**src/rtl/p405s_icu_hold_reg_arb.sv**
```systemverilog
// ICU holding-register controller: round-robin arbitration among NUM_REQ loaders,
// occupancy/owner tracking and consumer handshake. Optional parity: P405S_ICU_HOLD_PARITY_EN.
module p405s_icu_hold_reg_arb #(
    parameter int NUM_REQ = 3,
    parameter int WIDTH   = 32,
    parameter int IDW     = 2
) (
    input  logic                     CB,
    input  logic                     resetL,
    input  logic [NUM_REQ-1:0]       req,
    input  logic [NUM_REQ*WIDTH-1:0] reqData,
    output logic [NUM_REQ-1:0]       gnt,
    output logic                     regE1,
    output logic [WIDTH-1:0]         regD,
    output logic [WIDTH-1:0]         regL2,
    output logic                     valid,
    output logic [IDW-1:0]           ownerId,
    input  logic                     take,
    input  logic                     flush
`ifdef P405S_ICU_HOLD_PARITY_EN
    ,
    output logic                     regPar,
    output logic                     parErr
`endif
);

    localparam logic [IDW-1:0] LAST_IDX = IDW'(NUM_REQ - 1);

    logic               valid_r;
    logic [IDW-1:0]     owner_r;
    logic [IDW-1:0]     ptr_r;
    logic [WIDTH-1:0]   reg_l2_r;

    logic               slot_free_s;
    logic               found_s;
    logic               hit_s;
    logic [IDW-1:0]     cand_s;
    logic [IDW-1:0]     grant_idx_s;
    logic [IDW-1:0]     ptr_next_s;
    logic [NUM_REQ-1:0] gnt_s;
    logic [WIDTH-1:0]   reg_d_s;

    function automatic logic even_par(input logic [WIDTH-1:0] data);
        return ^data;
    endfunction

    // Round-robin search from ptr_r; slot is free when empty or being drained, never on flush.
    always_comb begin
        slot_free_s = 1'b0;
        found_s     = 1'b0;
        hit_s       = 1'b0;
        cand_s      = ptr_r;
        grant_idx_s = ptr_r;
        if (!flush && (!valid_r || take)) begin
            slot_free_s = 1'b1;
        end else begin
            slot_free_s = 1'b0;
        end
        for (int i = 0; i < NUM_REQ; i++) begin
            hit_s       = slot_free_s && !found_s && req[cand_s];
            grant_idx_s = hit_s ? cand_s : grant_idx_s;
            found_s     = found_s | hit_s;
            cand_s      = (cand_s == LAST_IDX) ? '0 : cand_s + IDW'(1);
        end
    end

    // One-hot grant (suppressed in reset) and D-side mux; with no grant the mux shows reqData[ptr].
    always_comb begin
        gnt_s   = '0;
        reg_d_s = reqData[WIDTH-1:0];
        for (int j = 0; j < NUM_REQ; j++) begin
            gnt_s[j] = resetL & found_s & (grant_idx_s == IDW'(j));
            reg_d_s  = (grant_idx_s == IDW'(j)) ? reqData[j*WIDTH +: WIDTH] : reg_d_s;
        end
    end

    // Pointer advances to the requester after the winner.
    always_comb begin
        ptr_next_s = ptr_r;
        if (grant_idx_s == LAST_IDX) begin
            ptr_next_s = '0;
        end else begin
            ptr_next_s = grant_idx_s + IDW'(1);
        end
    end

    // Occupancy, owner, pointer and holding register; flush outranks load and take.
    always_ff @(posedge CB or negedge resetL) begin
        if (!resetL) begin
            valid_r  <= 1'b0;
            owner_r  <= '0;
            ptr_r    <= '0;
            reg_l2_r <= '0;
        end else if (flush) begin
            valid_r  <= 1'b0;
        end else if (found_s) begin
            valid_r  <= 1'b1;
            owner_r  <= grant_idx_s;
            ptr_r    <= ptr_next_s;
            reg_l2_r <= reg_d_s;
        end else if (valid_r && take) begin
            valid_r  <= 1'b0;
        end else begin
            valid_r  <= valid_r;
        end
    end

    assign gnt     = gnt_s;
    assign regE1   = |gnt_s;
    assign regD    = reg_d_s;
    assign regL2   = reg_l2_r;
    assign valid   = valid_r;
    assign ownerId = owner_r;

`ifdef P405S_ICU_HOLD_PARITY_EN
    logic reg_par_r;

    // Parity bit is captured alongside every load of the holding register.
    always_ff @(posedge CB or negedge resetL) begin
        if (!resetL) begin
            reg_par_r <= 1'b0;
        end else if (!flush && found_s) begin
            reg_par_r <= even_par(reg_d_s);
        end else begin
            reg_par_r <= reg_par_r;
        end
    end

    assign regPar = reg_par_r;
    assign parErr = valid_r & (even_par(reg_l2_r) != reg_par_r);
`endif

endmodule

```
**config.mk**
```make
export PLATFORM = sky130hd
export DESIGN_NAME = p405s_icu_hold_reg_arb
export DESIGN_NICKNAME = d
export VERILOG_FILES = /design/src/rtl/p405s_icu_hold_reg_arb.sv
export SDC_FILE = /design/constraint.sdc
export NUM_CORES = 1
export LEC_CHECK = 0
export CELL_PAD_IN_SITES_DETAIL_PLACEMENT = 1
export CELL_PAD_IN_SITES_GLOBAL_PLACEMENT = 2
export CORE_UTILIZATION = 20
export DETAILED_ROUTE_END_ITERATION = 10
export GPL_TIMING_DRIVEN = 0
export HOLD_SLACK_MARGIN = 0.02
export PLACE_DENSITY_LB_ADDON = 0.3
export SYNTH_ARGS = -nofsm -noshare
export SYNTH_HDL_FRONTEND = slang
export SYNTH_SLANG_ARGS = --single-unit
export TNS_END_PERCENT = 30
```
**constraint.sdc**
```tcl
create_clock -name CB -period 2 [get_ports CB]
set_input_delay 0.3 -clock CB [delete_from_list [all_inputs] [get_ports CB]]
set_output_delay 0.3 -clock CB [all_outputs]
set_load 0.02 [all_outputs]
```
### Word level (Yosys, flattened, before mapping)

Cells that the tools add are included.

* register bits after elaboration: 37
* logic and storage cells: 54
* bits of input ports: 103

* muxes and demuxes: 17
* bitwise operators: 7
* order comparisons: 3
* add/subtract/negate cells: 3
* reduce and logical (&&, ||, !) cells: 16
* equal/unequal tests: 4

Operator list (number)
* $mux 32: 2
* $mux 2: 5
* $lt 2x3->1 const B: 3
* $logic_and 1x1->1: 7
* $mux 1: 7
* $add 2x1->2 const B: 3
* $bmux 1 s2: 3
* $eq 2x2->1 const B: 3
* $and 1x1->1: 4
* $logic_not 1->1: 4
* $reduce_bool 3->1: 1
* $reduce_or 3->1: 1
* $eq 2x1->1 const B: 1
* $logic_not 2->1: 1
* $or 1x1->1: 2
* $reduce_and 2->1: 1
* $logic_or 1x1->1: 1
* $not 1->1: 1

### Logic depth before layout (Yosys ltp)

* word-level depth: 16
* depth in mapped cells: 8
* gate-level depth less buffers: 5

### Worst setup path after synthesis

Ideal clock, no wire load.

* path kind: flip-flop to output port
* start: reg valid_r (netlist: valid)
* end: out regD[12]
* data required time: 1.700 ns
* buffers on the path: 2
* path slack: -0.394 ns
* arrival time: 2.094 ns
* cell stages (with the launch flop): 8
* path through: dfrtp_1 > nor2b_1 > buf_2 > o31a_1 > a211oi_2 > buf_4 > nor2_1 > a211oi_1

* word-level cells in the longest chain between the ends: 16
* elaborated cells on any way between the ends: 18

RTL lines
* start: declaration: RTL line 29 `logic valid_r;`
* start signal: assignment: RTL line 104 `valid_r <= valid_r;`
* $logic_not 1->1 *: RTL line 54 `if (!flush && (!valid_r || take)) begin`
* $logic_or 1x1->1 *: RTL line 54
* $logic_and 1x1->1 *: RTL line 54
* $mux 1 *: RTL line 54
* $logic_and 1x1->1: RTL line 60 `hit_s = slot_free_s && !found_s && req[cand_s];`
* $logic_not 1->1: RTL line 60
* $logic_and 1x1->1 (2 in series): RTL line 60
* $or 1x1->1: RTL line 62 `found_s = found_s | hit_s;`
* $logic_not 1->1: RTL line 60
* $logic_and 1x1->1 (2 in series): RTL line 60
* $mux 2 *: RTL line 61 `grant_idx_s = hit_s ? cand_s : grant_idx_s;`
* $eq 2x1->1: RTL line 73 `reg_d_s = (grant_idx_s == IDW'(j)) ? reqData[j*WIDTH +: WIDTH] : reg_d_s;`
* $mux 32: RTL line 73
* $mux 32 *: RTL line 73
* end: declaration: RTL line 14 `output logic [WIDTH-1:0] regD,`

Every way passes the cells marked *; elsewhere a longest branch is shown, timed or not.

### Worst setup path after layout

* start: reg ptr_r[1]
* end: out gnt[1]

* word-level cells in the longest chain between the ends: 13
* elaborated cells on any way between the ends: 26

RTL lines
* start: declaration: RTL line 31 `logic [IDW-1:0] ptr_r;`
* start signal: assignment: RTL line 99 `ptr_r <= ptr_next_s;`
* branches (longest 12 deep; another with $add 2x1->2)
* $and 1x1->1 *: RTL line 72 `gnt_s[j] = resetL & found_s & (grant_idx_s == IDW'(j));`
* end: declaration: RTL line 12 `output logic [NUM_REQ-1:0] gnt,`

Mark *: on every way between the ends. The select of a mux whose other input is x is not followed.

==> results.md <==
- Status: finished with violations
- Failing checks: setup timing
- Internal Power: 4.608 mW
- Power share of the clock group: 0.097
- H-tree level count: 2
- Crit-path cells: and2b_2 -> o32a_1 -> o22ai_4 -> buf_12 -> buf_12 -> nor2b_4 -> buf_6
- Static leakage: 2.579 nW
- Crit path launch type: flip-flop
- Top delay family on crit path: compound AO/OA/AOI/OAI gates
- Maxcap violations: 0
- EDFF count, synth: 0
- Initial antenna violation count: 0
- I/O Pins: 174
- CTS max path bufs: 2
- R2R cell count: 6
- Final worst slack: -0.5614 ns
- Clock sink count: 37
- R2R Setup Slk: -0.20 ns
- Post-Route Hold Slack: 0.4828 ns
- Synth cell count leaders: nor2_1 (74), nand2_1 (40), dfrtp_1 (37), inv_1 (36), nand3_1 (33)
- Design Power: 8.671 mW
- FMAX: 390.4 MHz
- Via count: 4579
- Total stage count of the critical path: 7
- Total CTS buffers: 5
- Worst min-delay path startpoint: regL2[17]
- Final setup violation count: 69
- Post-synthesis sequential area ratio: 0.2664
- Largest net degree at the start of global routing: 23
- Crit path largest cell delay: 0.50 ns
- Die Area: 17910 sq um
- Final nets: 761
- Sequential share of power: 0.156
- Slew Limit Fails: 0
- Yosys reg bits: 37
- CP required: 1.70 ns
- Most common cell in the netlist: nor2_1
- Final Skew: 0.009658 ns
- Vias in the first global route: 4868
- Ranking of synthesized cells by area: dfrtp_1 (27%), a211oi_2 (11%), a32o_1 (9.2%), o311ai_1 (8.1%), nor2_1 (8.0%)
- Iter 0 DRT Violations: 256
- Psw: 4.063 mW
- PortBufs: 173
- Final period util: 1.281
- Core Footprint: 16760 sq um
- Area delta synth->final: 83.66%
- Effective utilization at floorplan: 0.2074
- CP max stage cell: dfrtp_2
- Syn_area_per_cell: 7.882 sq um
- Share of cells above drive strength 1: 0.2964
- Async set or reset register ratio after synthesis: 1.000
- Worst Path Arrival: 2.26 ns
- CP Buf/Inv Count: 3
- Crit Reg-Reg Endpoint: regL2[31]
- DRC errors left: 0
- Row count: 47
- Place WS: -1.656 ns
- Synth top area share: 0.2664
- Clk_lat worst skew: 0.30 ns
- Final antenna-violating net count: 0
- DR pass1 iterations: 5
- RSZ-0062 raised after global routing: true
- Minimum clock period: 2.561 ns
- Hold path cells: 2
- Root Buffer: clkbuf_16
- Crit path kind: reg -> out
- Die Wd: 133.8 um
- WL per Instance: 21.44 um
- Hold Crit Endpoint: regL2[17]
- GPL Wtd Cong: 0.8225
- Fin. Hold Viols: 0
- Congestion Overflow GR: 0
- CTS clk-pin slew, worst paths: 0.07 ns
- Yosys warning count: 0
- Worst-margin pin slew: 0.7750 ns
- Predominant post-synthesis flop cell: dfrtp_1
- Slew HR: 0.4833
- Cell Pwr Density: 1358 nW/um^2
- Hold Path Class: reg -> reg
- DR vias/cell: 5.215
- Post-Syn Nets: 544
- Switching share of power: 0.4685
- # diodes: 0
- Layout Cells excl Fill: 878
- Die Ht: 133.8 um
- Gate Count Post-Synth: 441
- Setup TNS: -23.48 ns
- R2R Path Start: ptr_r[1]
- CP Capture Type: primary output
- Post-Syn Area: 3476 sq um
- Critical Path Fanout Max: 8
- Worst VDD drop: 432.9 uV
- Placed cells: 835
- Aggregate routed wire length: 18820 um
- CTS tree: yes
- Synth unique cells: 41
- Post-DP HPWL: 13020 um
- Post-synth top area cell: dfrtp_1
- Gate power share: 0.746
- First-pass GRT wire length: 28070 um
- Most frequent cell on the critical path: buf_12
- GRT Overall Usage: 0.2050
flip-flops by register name (all words and copies together) (netlist names):
signal   count
valid        1
ptr_r        2
ownerId      2
regL2       32
worst max-delay path by stage:
stage | start | endpoint
2_1_floorplan | valid | regD[0]
3_3_place_gp | resetL | gnt[0]
3_5_place_dp | req[1] | regD[13]
4_1_cts | valid | regD[16]
5_1_grt | valid | regD[16]
6_report | ptr_r[1] | gnt[1]
power groups by stage:
stage	clock network (mW)	registers [mW]	logic, mW
floorplan	0	1.72	2.64
global placement	0	1.36	5.48
detailed placement	0	1.36	5.53
CTS	0.850	1.36	6.42
global route	0.868	1.40	6.87
finish	0.843	1.36	6.47
cell type report:
type                    instances  area, sq um
clock buffers                   7        142.6
repair buffers                210         2051
fillers                      1943        10380
multi-input cells             320         2407
plain buffers                  48        440.4
inverters                      36        138.9
flip-flops and latches         37        928.4
well taps                     220        275.3
cells in the final DEF (no fill, tap or decap), types with 13 or more instances in the layout:
cell type | Yosys | final
inv_1 | 36 | 34
a211oi_2 | 31 | 32
o311ai_1 | 32 | 32
dfrtp_1 | 37 | 35
nand3_1 | 33 | 33
a32o_1 | 32 | 32
nor2_2 | 0 | 18
clkbuf_1 | 18 | 13
nand2_1 | 40 | 37
buf_4 | 10 | 69
clkdlybuf4s50_1 | 0 | 131
a22oi_1 | 32 | 32
nor2_1 | 74 | 53
routing by layer:
layer / global-route usage / up-vias / wire (um)
met5: 0 / - / 0
met4: 0.05366 / 0 / 277
met3: 0.04044 / 19 / 1177
met2: 0.3650 / 195 / 9326
met1: 0.2499 / 2266 / 8038
li1: - / 2099 / -
stage by stage:
stage          cell area [sq um]  utilization
2_1_floorplan               3518            -
3_3_place_gp                5525       0.3297
3_5_place_dp                5540       0.3306
4_1_cts                     6310       0.3765
5_1_grt                     6384       0.3809
6_report                    6384       0.3809
cell families after synthesis:
group	count (synthesis)	share of synthesized area
AND/OR/NAND/NOR	164	0.2016
AO/OA/AOI/OAI	156	0.4215
buffers and inverters	84	0.1105
flip-flops	37	0.2664
what timing repair did:
item	4_1_cts	5_1_grt
pin swaps	14	11
gates resized for setup	286	8
buffers inserted	28	0
endpoints found under the hold margin	15	0
setup endpoints to repair	71	71
cloned	4	2
hold buffers	2	0
tightest hold or removal path, delay by kind of cell (launching register included):
family,cells,cell delay (ns)
flops,1,0.34
compound gates,1,0.06
simple gates,1,0.05
(Power assumes the default switching activity.)
